===== src/rtl/mem_port_arbiter.sv =====
// Arbitrates fetch and data requests onto one memory port, one transaction at a time.
// Define ROUND_ROBIN_EN to alternate grants when both requesters are pending.
module mem_port_arbiter #(
   parameter int XLEN = 32,
   parameter int AW   = 32
) (
   input  logic              clock,
   input  logic              reset,
   input  logic              i_valid,
   input  logic [AW-1:0]     i_addr,
   output logic              i_ready,
   output logic [XLEN-1:0]   i_rdata,
   input  logic              d_valid,
   input  logic              d_store,
   input  logic [AW-1:0]     d_addr,
   input  logic [XLEN-1:0]   d_wdata,
   input  logic [XLEN/8-1:0] d_wstrb,
   output logic              d_ready,
   output logic [XLEN-1:0]   d_rdata,
   input  logic              flush,
   output logic              mem_valid,
   output logic              mem_instr,
   output logic [AW-1:0]     mem_addr,
   output logic [XLEN-1:0]   mem_wdata,
   output logic [XLEN/8-1:0] mem_wstrb,
   input  logic              mem_ready,
   input  logic [XLEN-1:0]   mem_rdata,
   output logic              protocol_err
);

   typedef enum logic [1:0] {S_IDLE, S_BUSY_I, S_BUSY_D} state_t;

   state_t              r_state;
   state_t              w_state_nxt;
   logic                r_i_pend;
   logic [AW-1:0]       r_i_addr;
   logic                r_d_pend;
   logic                r_d_store;
   logic [AW-1:0]       r_d_addr;
   logic [XLEN-1:0]     r_d_wdata;
   logic [XLEN/8-1:0]   r_d_wstrb;
   logic                r_squash;
   logic                r_err;
   logic                r_mem_valid;
   logic                r_mem_instr;
   logic [AW-1:0]       r_mem_addr;
   logic [XLEN-1:0]     r_mem_wdata;
   logic [XLEN/8-1:0]   r_mem_wstrb;

   logic                w_done;
   logic                w_arb;
   logic                w_i_err;
   logic                w_d_err;
   logic                w_i_cap;
   logic                w_d_cap;
   logic                w_i_pend;
   logic                w_d_pend;
   logic [AW-1:0]       w_i_addr;
   logic                w_d_store;
   logic [AW-1:0]       w_d_addr;
   logic [XLEN-1:0]     w_d_wdata;
   logic [XLEN/8-1:0]   w_d_wstrb;
   logic                w_pick_i;
   logic                w_grant_i;
   logic                w_grant_d;

   assign w_done = mem_ready && (r_state != S_IDLE);
   assign w_arb  = (r_state == S_IDLE) || w_done;

   // A fetch after a flush targets the new PC, so it is legal even while
   // the squashed fetch is still outstanding.
   assign w_i_err = i_valid && (r_state == S_BUSY_I) && !mem_ready
                    && !r_squash && !flush;
   assign w_d_err = d_valid && (r_state == S_BUSY_D) && !mem_ready;

   assign w_i_cap   = i_valid && !w_i_err;
   assign w_d_cap   = d_valid && !w_d_err;
   assign w_i_pend  = (r_i_pend && !flush) || w_i_cap;
   assign w_d_pend  = r_d_pend || w_d_cap;
   assign w_i_addr  = w_i_cap ? i_addr  : r_i_addr;
   assign w_d_store = w_d_cap ? d_store : r_d_store;
   assign w_d_addr  = w_d_cap ? d_addr  : r_d_addr;
   assign w_d_wdata = w_d_cap ? d_wdata : r_d_wdata;
   assign w_d_wstrb = w_d_cap ? d_wstrb : r_d_wstrb;

`ifdef ROUND_ROBIN_EN
   logic r_last_d;

   assign w_pick_i = w_i_pend && (!w_d_pend || r_last_d);

   always_ff @(posedge clock) begin
      if (reset) begin
         r_last_d <= 1'b0;
      end else if (w_grant_i || w_grant_d) begin
         r_last_d <= w_grant_d;
      end
   end
`else
   assign w_pick_i = w_i_pend && !w_d_pend;
`endif

   assign w_grant_i = w_arb && w_pick_i;
   assign w_grant_d = w_arb && w_d_pend && !w_pick_i;

   always_comb begin
      w_state_nxt = r_state;
      if (w_arb) begin
         if (w_grant_d) begin
            w_state_nxt = S_BUSY_D;
         end else if (w_grant_i) begin
            w_state_nxt = S_BUSY_I;
         end else begin
            w_state_nxt = S_IDLE;
         end
      end
   end

   always_ff @(posedge clock) begin
      if (reset) begin
         r_state <= S_IDLE;
      end else begin
         r_state <= w_state_nxt;
      end
   end

   always_ff @(posedge clock) begin
      if (reset) begin
         r_i_pend    <= 1'b0;
         r_i_addr    <= '0;
         r_d_pend    <= 1'b0;
         r_d_store   <= 1'b0;
         r_d_addr    <= '0;
         r_d_wdata   <= '0;
         r_d_wstrb   <= '0;
         r_squash    <= 1'b0;
         r_err       <= 1'b0;
         r_mem_valid <= 1'b0;
         r_mem_instr <= 1'b0;
         r_mem_addr  <= '0;
         r_mem_wdata <= '0;
         r_mem_wstrb <= '0;
      end else begin
         r_i_pend    <= w_i_pend && !w_grant_i;
         r_i_addr    <= w_i_addr;
         r_d_pend    <= w_d_pend && !w_grant_d;
         r_d_store   <= w_d_store;
         r_d_addr    <= w_d_addr;
         r_d_wdata   <= w_d_wdata;
         r_d_wstrb   <= w_d_wstrb;
         r_err       <= r_err || w_i_err || w_d_err;
         r_mem_valid <= w_grant_i || w_grant_d;
         if (w_done) begin
            r_squash <= 1'b0;
         end else if (flush && (r_state == S_BUSY_I)) begin
            r_squash <= 1'b1;
         end
         if (w_grant_d) begin
            r_mem_instr <= 1'b0;
            r_mem_addr  <= w_d_addr;
            r_mem_wdata <= w_d_wdata;
            r_mem_wstrb <= w_d_store ? w_d_wstrb : '0;
         end else if (w_grant_i) begin
            r_mem_instr <= 1'b1;
            r_mem_addr  <= w_i_addr;
            r_mem_wdata <= '0;
            r_mem_wstrb <= '0;
         end
      end
   end

   assign i_ready = mem_ready && (r_state == S_BUSY_I) && !r_squash && !flush;
   assign d_ready = mem_ready && (r_state == S_BUSY_D);
   assign i_rdata = mem_rdata;
   assign d_rdata = mem_rdata;

   assign mem_valid    = r_mem_valid;
   assign mem_instr    = r_mem_instr;
   assign mem_addr     = r_mem_addr;
   assign mem_wdata    = r_mem_wdata;
   assign mem_wstrb    = r_mem_wstrb;
   assign protocol_err = r_err;

endmodule


===== config.mk =====
export PLATFORM = sky130hd
export DESIGN_NAME = mem_port_arbiter
export DESIGN_NICKNAME = d
export VERILOG_FILES = /design/src/rtl/mem_port_arbiter.sv
export SDC_FILE = /design/constraint.sdc
export NUM_CORES = 1
export LEC_CHECK = 0
export CAP_MARGIN = 20
export CELL_PAD_IN_SITES_DETAIL_PLACEMENT = 0
export CELL_PAD_IN_SITES_GLOBAL_PLACEMENT = 1
export CORE_MARGIN = 10
export CORE_UTILIZATION = 32
export CTS_CLUSTER_DIAMETER = 30
export DETAILED_ROUTE_END_ITERATION = 8
export GPL_TIMING_DRIVEN = 0
export PLACE_DENSITY_LB_ADDON = 0.08
export SYNTH_ARGS = -nofsm -noshare
export SYNTH_HDL_FRONTEND = slang
export SYNTH_SLANG_ARGS = --single-unit

===== constraint.sdc =====
create_clock -name clock -period 2.7 [get_ports clock]
set_input_delay 0.675 -clock clock [delete_from_list [all_inputs] [get_ports clock]]
set_output_delay 0.675 -clock clock [all_outputs]
set_load 0.02 [all_outputs]

Yosys cells after proc, flatten, opt, wreduce, memory -nomap -nowiden. Cells that the tools add are included.

Word-level logic and storage cells: 72. Input port bits: 139. Memories: 0. Output and inout bits: 137. Bits in registers: 177. Bits in read-only memories: 0. Bits in latches: 0. Bits in writable memories: 0.

Shift operators: 0. Bitwise logic cells: 0. Multiplexer cells: 14. Reductions and logical operators: 41. Multipliers: 0. $lt $le $gt $ge: 0. Div/mod/pow operators: 0. Add/subtract/negate cells: 0. Eq/ne operators: 2.

Operators by type and width (count): $mux W32 (7); $logic_and A1 B1 Y1 (21); $mux W4 (4); $logic_not A1 Y1 (9); $logic_or A1 B1 Y1 (6); $reduce_bool A2 Y1 (2); $reduce_or A2 Y1 (2); $eq A2 B1 Y1 const B (1); $eq A2 B2 Y1 const B (1); $logic_not A2 Y1 (1); $mux W1 (2); $mux W2 (1).

Logic depth before layout (Yosys ltp). Gate-level depths: netlist of run 1.

Depth after elaboration: 13. Depth in mapped cells: 7. Depth with buffers taken out: 4.

Least setup slack after synthesis of run 1. Ideal clock, no wire load.

Kind: input -> register. Start: input port mem_ready. End: register r_mem_addr[12], in the netlist mem_addr[12]. Setup time: 83 ps. Required time: 2617 ps. Slack: 323 ps. Cell stages on the path: 7. Path buffers: 3. Arrival: 2294 ps. Path through: buf_2 or3b_4 and2_4 or4_4 buf_6 buf_6 o221ai_2.

Longest elaborated chain between the ends: 11. Elaborated cells between the ends (all ways): 24. Classes of those cells: mux: 4; reduce/logical: 20.

Ends and longest elaborated chain: start, declared (RTL line 26) `input logic mem_ready,`; $logic_not A1 Y1 (RTL line 72, 74); $logic_and A1 B1 Y1 (RTL line 72) `assign w_i_err = i_valid && (r_state == S_BUSY_I) && !mem_ready`; $logic_and A1 B1 Y1 (2 in series) (RTL line 73) `&& !r_squash && !flush;`; $logic_not A1 Y1 (RTL line 76) `assign w_i_cap = i_valid && !w_i_err;`; $logic_and A1 B1 Y1 (RTL line 76); $logic_or A1 B1 Y1 (RTL line 78) `assign w_i_pend = (r_i_pend && !flush) || w_i_cap;`; $logic_and A1 B1 Y1 (RTL line 99) `assign w_pick_i = w_i_pend && !w_d_pend;`; $logic_not A1 Y1 (RTL line 103) `assign w_grant_d = w_arb && w_d_pend && !w_pick_i;`; $logic_and A1 B1 Y1 (RTL line 103); $mux W32 or $reduce_bool A2 Y1 (tied branches); end signal, assigned (RTL line 159) `r_mem_addr <= w_d_addr;`; end signal, assigned (RTL line 164) `r_mem_addr <= w_i_addr;`; end, declared (RTL line 46) `logic [AW-1:0] r_mem_addr;`.

Several ways; a longest one is shown, not always the timed one. The select of a mux whose other input is x is not followed. A chain may end at the register's enable or synchronous reset.

Final worst setup path of run 1.
Start: input port flush. End: output port i_ready.

Longest elaborated chain between the ends: 2.

Ends and longest elaborated chain: start, declared (RTL line 20) `input logic flush,`; $logic_not A1 Y1 (RTL line 171) `assign i_ready = mem_ready && (r_state == S_BUSY_I) && !r_squash && !flush;`; $logic_and A1 B1 Y1 (RTL line 171); end, declared (RTL line 11) `output logic i_ready,`.

Every way passes these cells.

==> run metrics, run 1 <==
hold_ws=around 0.46 ns; core footprint=0.0210 sq mm; most frequent cells after synthesis=dfxtp_1 (177), nor2_1 (107), mux2i_1 (100), nand2_1 (74), buf_4 (64); Critical R2R Launch=r_state[1]; ys async rst share=0; Final HPWL DP=16,600 um; RSZ-0062 raised after global routing=false; CTS tree=yes; CP endpoint kind=output pin; Int Power=between 4 and 5 mW; Initial Util=0.323; yosys warns=0; CP arrival=about 2.0 ns; All-Layer GR Usage=0.152; post-synthesis sequential area ratio=0.523; Crit-path slowest cell=clkdlybuf4s50_1; area fraction of the dominant cell type after synthesis=0.523; synthesized area=between 0.006 and 0.007 sq mm; Final min period=2.63 ns; Antenna Nets Post-Route=0; Final Net Count=1,068; maxcap violations=0; distinct cell type count after synthesis=34; combinational share of power=0.174; Worst Max-Slew Pin Slew=0.645 ns; clock tree sinks=~180; clock power share=0.397; drt drc=0; worst r2r path cells=5; Setup Skew=roughly 0.011 ns; Vias/cell=4.54; R2R Path End=mem_addr[27]; Switching Fraction=0.256; Worst Hold End=mem_wdata[31]; area leader, netlist=dfxtp_1; drt first pass iters=5; DRT Wirelength=21,500 um; via count=between 5,000 and 6,000; Root Driver=clkbuf_16; predominant post-synthesis flop cell=dfxtp_1; IO Pins=276; status=finished, final reports clean; Hold-fix buffers, CTS=0; crit path max fanout=6; first-iteration detailed-routing DRC count=roughly 160; Crit path largest cell delay=0.54 ns; hold depth=2; GPL Wtd Cong=approximately 0.77; Setup Crit Path Kind=input port to output pin; Std-Cell Rows=53; Critical Path Source Type=input port; hold_sp=mem_wdata[31]; sequential power share=0.428; Final setup viols=0; Cell Area, Placed=between 0.009 and 0.01 sq mm; Hold Crit Class=flip-flop to flip-flop; H-tree Lvls=4; Routed WL per cell=17.7 um; Slew Limit Fails=0; first-pass GRT wire length=between 30,000 and 40,000 um; Filler cells=between 1,500 and 2,000; Synth Area per Inst=10.1 sq um; Hold Vio Cnt, Final=0; setup_tns=0 ns; Layout area overhead=50.5%; initial antenna violation count=1; design area=0.0102 sq mm; leading post-synthesis cells by cell area=dfxtp_1 (52%), mux2i_1 (15%), buf_4 (7.1%); Pleak=approximately 4.2 nW; Design Power=around 6.7 mW; Skew-Pair Late Insertion Delay=roughly 0.43 ns; Crit path required time=~2.0 ns; vias in the first global route=approximately 5,900; fmax=between 300 and 400 MHz; Die Wd=about 170 um; total grt overflow=0; post-CTS setup buffers=0; Syn Nets=a little over 800; Chip Height=approximately 170 um; flops & latches, synth=177; most frequent cell after synthesis=dfxtp_1; sw power=1.71 mW; clk buf depth=2; crit-path cells=clkdlybuf4s50_1, nor4_1, dlygate4sd2_1; Peak VDD IR=between 400 and 500 uV; pwr dens=between 600 and 700 mW/mm^2; Syn Inst Count=around 670; Port Buffer Count=between 200 and 250; die area=around 0.027 sq mm; CTS clk-pin slew, worst paths=approximately 0.06 ns; Post-synth EDFFs=0; TritonCTS Buffers=17; worst slew margin relative to its limit=0.570; Tcrit/Tclk final=0.974; layout cells sized above 1=0.154; largest net degree at the start of global routing=17; setup slack, reg-to-reg=slightly below 0.5 ns
routing by layer:
layer / share of wire / vias to the layer above / wire (um) / GRT usage
met3: 0.097 / 12 / 2090 / 0.0645
met2: 0.50 / 179 / 10800 / 0.259
met4: 0.0070 / 0 / 151 / 0.0367
li1: - / 2738 / - / -
met5: 0 / - / 0 / 0
met1: 0.40 / 2595 / 8500 / 0.172
final cells by class:
cell class,instances,area (sq um),area share
diodes,1,2.50,0.000245
inverters,2,7.51,0.000736
well taps,275,344,0.0337
flip-flops and latches,177,3540,0.347
repair buffers,241,2410,0.236
multi-input cells,382,2550,0.250
clock inverters,14,201,0.0197
plain buffers,108,706,0.0692
clock buffers,18,439,0.0431
power groups by stage:
stage          clock network, mW  logic (mW)  registers, mW
3_5_place_dp                   0        1.17           2.92
5_1_grt                     2.84        1.25           2.88
3_3_place_gp                   0        1.16           2.91
4_1_cts                     2.71        1.18           2.86
2_1_floorplan                  0       0.535           2.99
6_report                    2.65        1.16           2.86
worst max path at each step:
stage | from | endpoint | slack [ns] | cells past startpoint
4_1_cts | d_valid | mem_wdata[0] | 0.003 | 6
3_3_place_gp | d_valid | mem_wstrb[3] | -0.89 | 7
2_1_floorplan | mem_ready | mem_addr[12] | 0.32 | 7
6_report | flush | i_ready | 0.07 | 3
3_5_place_dp | d_valid | mem_wstrb[0] | -0.80 | 7
5_1_grt | flush | i_ready | 0.03 | 3
state kept, by name (all words and copies together) (netlist names), 2 cells and up:
register	flops
mem_wstrb	4
r_d_wstrb	4
r_d_addr	32
r_state	2
r_d_wdata	32
r_i_addr	32
mem_wdata	32
mem_addr	32
logic make-up after synthesis:
logic type	synth area share
compound gates	0.105
buf+inv	0.104
flops	0.523
mux	0.148
simple gates	0.121
cells in the final DEF (no fill, tap or decap), types with 3 or more instances in the layout:
cell type / n
clkdlybuf4s50_1: 240
dfxtp_1: 177
nor2_1: 107
mux2i_1: 100
nand2_1: 74
buf_4: 64
o21ai_0: 33
clkbuf_1: 21
o221ai_2: 20
clkbuf_16: 17
buf_2: 14
o221ai_1: 12
buf_6: 5
a21oi_1: 5
clkbuf_2: 4
o31ai_1: 4
bufinv_16: 4
inv_6: 4
nand2b_1: 3
clkinv_4: 3
critical path: cells and delay by family:
kind	cells	cell delay, ns
buffers and inverters	2	0.96
AND/OR/NAND/NOR	1	0.32
repair_timing:
action | 4_1_cts | 5_1_grt
hold endpoints to repair | 0 | 0
gates cloned | 0 | 0
setup endpoints to repair | 69 | 21
resized for setup | 5 | 3
stage by stage:
stage | util | instances | setup slack [ns]
3_5_place_dp | 0.455 | 1185 | -0.802
5_1_grt | 0.487 | 1217 | 0.0324
2_1_floorplan | - | 669 | 0.323
3_3_place_gp | 0.455 | 1185 | -0.890
4_1_cts | 0.486 | 1217 | 0.00332
6_report | 0.487 | 1218 | 0.0715
Power figures use the tool's default switching activity.
==> run 2, diff against run 1 <==
--- a/config.mk
+++ b/config.mk
@@ -13,7 +13,7 @@
 export CTS_CLUSTER_DIAMETER = 30
 export DETAILED_ROUTE_END_ITERATION = 8
 export GPL_TIMING_DRIVEN = 0
-export PLACE_DENSITY_LB_ADDON = 0.08
+export PLACE_DENSITY_LB_ADDON = 0.1
 export SYNTH_ARGS = -nofsm -noshare
 export SYNTH_HDL_FRONTEND = slang
 export SYNTH_SLANG_ARGS = --single-unit
==> run 2 against run 1 <==
  * Final cell count about the same
  * Clock skew down 0.0048 ns
  * Critical path depth stayed put
  * Critical endpoint unchanged
  * Global-route usage is 0.065 points higher
  * Sequential share of layout area hardly changed
  * First-iteration DRC count is 22% higher
  * Setup slack improved by 0.046 ns
  * Via count fell by 0.63%
  * Critical path type unchanged
  * Total power increased by 0.23%
  * Final area about the same
  * Routed wire length up 0.56%
  * Die area unchanged
==> run metrics, run 2 (same netlist as run 1, synthesis figures left out) <==
core footprint=0.0210 sq mm (unchanged); Antenna Nets Post-Route=0 (unchanged); Std-Cell Rows=53 (unchanged); Setup Crit Path Kind=input port to output pin; setup_tns=0 ns (unchanged); Final HPWL DP=16,700 um (+0.36%); Crit path required time=2.03 ns (about the same); commonest non-fill, non-tap cells in the layout=clkdlybuf4s50_1 (240), dfxtp_1 (177), nor2_1 (107); Filler cells=1,967 (-1.6%); Crit path largest cell delay=0.55 ns (about the same); first-iteration detailed-routing DRC count=200 (+22%); fmax=387 MHz (+1.8%); worst slew margin relative to its limit=0.533 (-0.0372); drt drc=0 (unchanged); crit-path cells=clkdlybuf4s50_1, nor4_1, dlygate4sd2_1; layout cells sized above 1=0.153 (-0.00106); crit path launch=flush; Final min period=2.58 ns (-0.0460 ns); Layout area overhead=50.6% (about the same); most common cell after layout, fill and taps aside=clkdlybuf4s50_1; CTS clk-pin slew, worst paths=0.07 ns (about the same); DRT Wirelength=21,600 um (+0.56%); Slew Limit Fails=0 (unchanged); Worst Max-Slew Pin Slew=0.701 ns (+0.0559 ns); status=finished, final reports clean; Routed WL per cell=17.7 um (+0.48%); Setup Skew=0.00657 ns (-0.00481 ns); via count=5,489 (-0.63%); post-CTS setup buffers=0 (unchanged); Vias/cell=4.50 (-0.72%); Initial Util=0.323 (unchanged); IO Pins=276 (unchanged); Crit-path slowest cell=clkdlybuf4s50_1; Final Net Count=1,068 (unchanged); setup slack, reg-to-reg=0.43 ns (-0.06 ns); Hold Crit Class=flip-flop to flip-flop; hold_sp=mem_wdata[30]; RSZ-0062 raised after global routing=false; Chip Height=166 um (unchanged); H-tree Lvls=4 (unchanged); CTS tree=yes; total grt overflow=0 (unchanged); Critical Path Source Type=input port; die area=0.0274 sq mm (unchanged); Final setup viols=0 (unchanged); CP arrival=1.91 ns (-0.04 ns); Tcrit/Tclk final=0.956 (-0.0170); Hold Vio Cnt, Final=0 (unchanged); first-pass GRT wire length=32,400 um (+0.84%); Cells after DPL=1,185 (unchanged); drt first pass iters=4 (-1); Root Driver=clkbuf_16; maxcap violations=0 (unchanged); TritonCTS Buffers=17 (unchanged); Peak VDD IR=428 uV (-6.1%); Pleak=4.18 nW (about the same); Skew-Pair Late Insertion Delay=0.42 ns (about the same); vias in the first global route=5,837 (-0.29%); Finished Layout Cells=1,219 (+0.082%); Port Buffer Count=241 (unchanged); GPL Wtd Cong=0.791 (+2.5%); Die Wd=166 um (unchanged); clk buf depth=2 (unchanged); All-Layer GR Usage=0.153 (+0.000653); largest net degree at the start of global routing=17 (unchanged); pwr dens=655 mW/mm^2 (+0.16%); crit path max fanout=6 (unchanged); initial antenna violation count=1 (unchanged); CP endpoint kind=output pin; Critical R2R Launch=r_state[1]; clock tree sinks=177 (unchanged)
-- run 2: cell types whose count changed in the layout (fill, tap and decap cells not counted), sizes merged --
cell / before / now
buf: 83 / 85
clkbuf: 43 / 44
clkinv: 4 / 2
diode: 1 / 2
inv: 6 / 5
-- run 2: area by class of cell --
type	count	area (sq um)	share of cell area
Buffer	108	706	0.0691
Clock buffer	21	470	0.0461
Clock inverter	11	175	0.0172
Tap cell	275	344	0.0337
Multi-Input combinational cell	382	2550	0.249
Inverter	2	7.51	0.000735
Sequential cell	177	3540	0.347
Antenna cell	2	5.00	0.000490
Timing Repair Buffer	241	2410	0.236
-- run 2: what timing repair did --
action / 4_1_cts / 5_1_grt
resized for setup: 8 / 0
endpoints found under the setup margin: 70 / 0
hold buffers: 0 / 0
-- run 2: through the flow --
step	setup slack [ns]	instance area, sq um	utilization	hold slack, ns	power [mW]
after CTS	0.123	10200	0.487	0.456	6.79
after floorplan	0.323	6780	-	0.450	3.53
final	0.117	10200	0.487	0.453	6.69
after global routing	0.000298	10200	0.487	0.470	6.98
after detailed placement	-1.00	9530	0.455	0.442	4.09
after global placement	-0.907	9530	0.455	0.437	4.07
-- run 2: worst max-delay path, delay by kind of cell --
family                 cells  cell delay [ns]
buffers and inverters      2             0.96
AND/OR/NAND/NOR            1             0.27
-- run 2: path summary, 6_finish.rpt --
check,to,cells after the start
hold reg to reg,mem_wdata[30],2
setup reg to reg,mem_addr[24],5
setup / recovery,i_ready,3
hold / removal,mem_wdata[30],2
-- run 2: layer usage --
layer | track usage | routed length, um | up-vias | part of all wire
li1 | - | - | 2730 | -
met1 | 0.171 | 8600 | 2579 | 0.40
met3 | 0.0657 | 2010 | 23 | 0.093
met4 | 0.0415 | 331 | 0 | 0.015
met2 | 0.259 | 10700 | 157 | 0.49
met5 | 0 | 0 | - | 0
-- run 2: power breakdown --
part	internal [mW]	leakage (nW)	switching [mW]
sequential	2.79	1.46	0.0702
combinational	0.585	2.42	0.575
clock	1.63	0.311	1.03
total	5.01	4.18	1.68
==> run 3, diff against run 2 <==
--- a/config.mk
+++ b/config.mk
@@ -8,6 +8,7 @@
 export CAP_MARGIN = 20
 export CELL_PAD_IN_SITES_DETAIL_PLACEMENT = 0
 export CELL_PAD_IN_SITES_GLOBAL_PLACEMENT = 1
+export CORE_ASPECT_RATIO = 1.4
 export CORE_MARGIN = 10
 export CORE_UTILIZATION = 32
 export CTS_CLUSTER_DIAMETER = 30
==> run 3 against run 2 <==
  * Die area up 0.30%
  * Sequential share of layout area increased by 0.15 points
  * Routed wire length up 0.76%
  * Final area shrank 0.43%
  * Critical path type unchanged
  * Critical endpoint unchanged
==> run metrics, run 3 (same netlist as run 1, synthesis figures left out) <==
Skew-Pair Late Insertion Delay=0.43 ns (about the same); drt drc=0 (unchanged); All-Layer GR Usage=0.155 (+0.00236); Root Driver=clkbuf_16; Storage cell area=0.00354 sq mm (unchanged); crit path max fanout=6 (unchanged); CTS tree=yes; RSZ-0062 raised after global routing=false; Tcrit/Tclk final=0.968 (+0.0117); pre-CTS setup slack=-0.868 ns (+0.134 ns); M1 WL=8420 um (-2.2%); final setup margin=0.0859 ns (-0.0316 ns); layout cells sized above 1=0.155 (+0.00196); routed wl met3=2000 um (-0.40%); Vias/cell=4.61 (+2.3%); total grt overflow=0 (unchanged); design area=0.0102 sq mm (-0.43%); IO Pins=276 (unchanged); Peak VDD IR=292 uV (-32%); first-pass GRT wire length=33,100 um (+2.1%); Worst Max-Slew Pin Slew=0.673 ns (-0.0277 ns); Final min period=2.61 ns (+0.0316 ns); Critical Path Source Type=input port; Setup Crit Path Kind=input port to output pin; DRT Wirelength=21,800 um (+0.76%); initial antenna violation count=0 (-1); Pleak=4.18 nW (about the same); Final setup viols=0 (unchanged); Antenna Nets Post-Route=0 (unchanged); Die Wd=143 um (-14%); first-iteration detailed-routing DRC count=201 (+0.50%); CP endpoint kind=output pin; Layout area overhead=50.0%; maxcap violations=0 (unchanged); vias in the first global route=5,939 (+1.7%); via count=5,528 (+0.71%); Hold Vio Cnt, Final=0 (unchanged); fmax=383 MHz (-1.2%); CP arrival=1.94 ns (+0.03 ns); clk buf depth=2 (unchanged); TritonCTS Buffers=17 (unchanged); worst slew margin relative to its limit=0.551 (+0.0185); pwr dens=646 mW/mm^2 (-1.4%); Finished Layout Cells=1,200 (-1.6%); Setup Skew=0.0113 ns (+0.00476 ns); H-tree Lvls=4 (unchanged); clock tree sinks=177 (unchanged); hold_ws=0.461 ns (+0.00795 ns); Cells after DPL=1,167 (-1.5%); CTS clk-pin slew, worst paths=0.07 ns (about the same); Routed WL per cell=18.2 um (+2.4%); status=finished, final reports clean; largest net degree at the start of global routing=17 (unchanged); Cell Area, Placed=0.00952 sq mm (-0.20%); Port Buffer Count=241 (unchanged); top sig layer=met4; Slew Limit Fails=0 (unchanged); Filler cells=1,933 (-1.7%); area of the multi-input gates=0.00255 sq mm (+0.25%); Crit path required time=2.03 ns (about the same); core footprint=0.0207 sq mm (-1.2%); most common cell after layout, fill and taps aside=clkdlybuf4s50_1; Std-Cell Rows=62 (+17%); Initial Util=0.327 (+0.00379); setup_tns=0 ns (unchanged); Chip Height=192 um (+16%); Hold Crit Class=flip-flop to flip-flop; Final HPWL DP=17,200 um (+2.8%); die area=0.0275 sq mm (+0.30%); met2 WL=11,200 um (+4.7%); drt first pass iters=4 (unchanged); GPL Wtd Cong=0.768 (-2.9%); Final Net Count=1,069 (+0.094%); commonest non-fill, non-tap cells in the layout=clkdlybuf4s50_1 (240), dfxtp_1 (177), nor2_1 (107)
-- run 3: timing repair --
item                                   CTS  global route
buffers inserted                         0             0
resized for setup                        8             4
pin swaps                                0             1
hold buffers                             0             0
setup endpoints to repair               65            34
endpoints found under the hold margin    0             0
-- run 3: where the power goes --
part / switching (mW) / internal (mW)
Combinational: 0.579 / 0.588
Sequential: 0.0712 / 2.79
Clock: 1.03 / 1.51
-- run 3: area by class of cell --
cell class                 count  area share
timing repair buffer         242       0.238
tap                          256      0.0315
multi-input combinational    382       0.251
antenna                        1    0.000246
buffer                       108      0.0699
inverter                       2    0.000739
sequential                   177       0.349
clock inverter                12      0.0153
clock buffer                  20      0.0449
-- run 3: final timing paths --
check               startpoint           end  slack (ns)  cells past startpoint
setup reg to reg    r_state[0]   mem_addr[0]        0.34                      6
hold / removal    mem_wdata[3]  mem_wdata[3]        0.46                      2
hold reg to reg   mem_wdata[3]  mem_wdata[3]        0.46                      2
setup / recovery         flush       i_ready        0.09                      3
-- run 3: metal layers --
| metal | vias to the layer above | track usage |
|---|---|---|
| met3 | 14 | 0.0628 |
| met2 | 191 | 0.274 |
| met4 | 0 | 0.0414 |
| met1 | 2586 | 0.166 |
| met5 | - | 0 |
| li1 | 2737 | - |
-- run 3: critical path: stages --
cell	delay, ns
clkdlybuf4s50_1	0.54
nor4_2	0.33
dlygate4sd2_1	0.39
-- run 3: stage by stage --
step	util	total power [mW]
floorplan	-	3.53
global placement	0.459	4.07
detailed placement	0.459	4.10
CTS	0.490	6.66
global route	0.491	6.85
finish	0.491	6.57
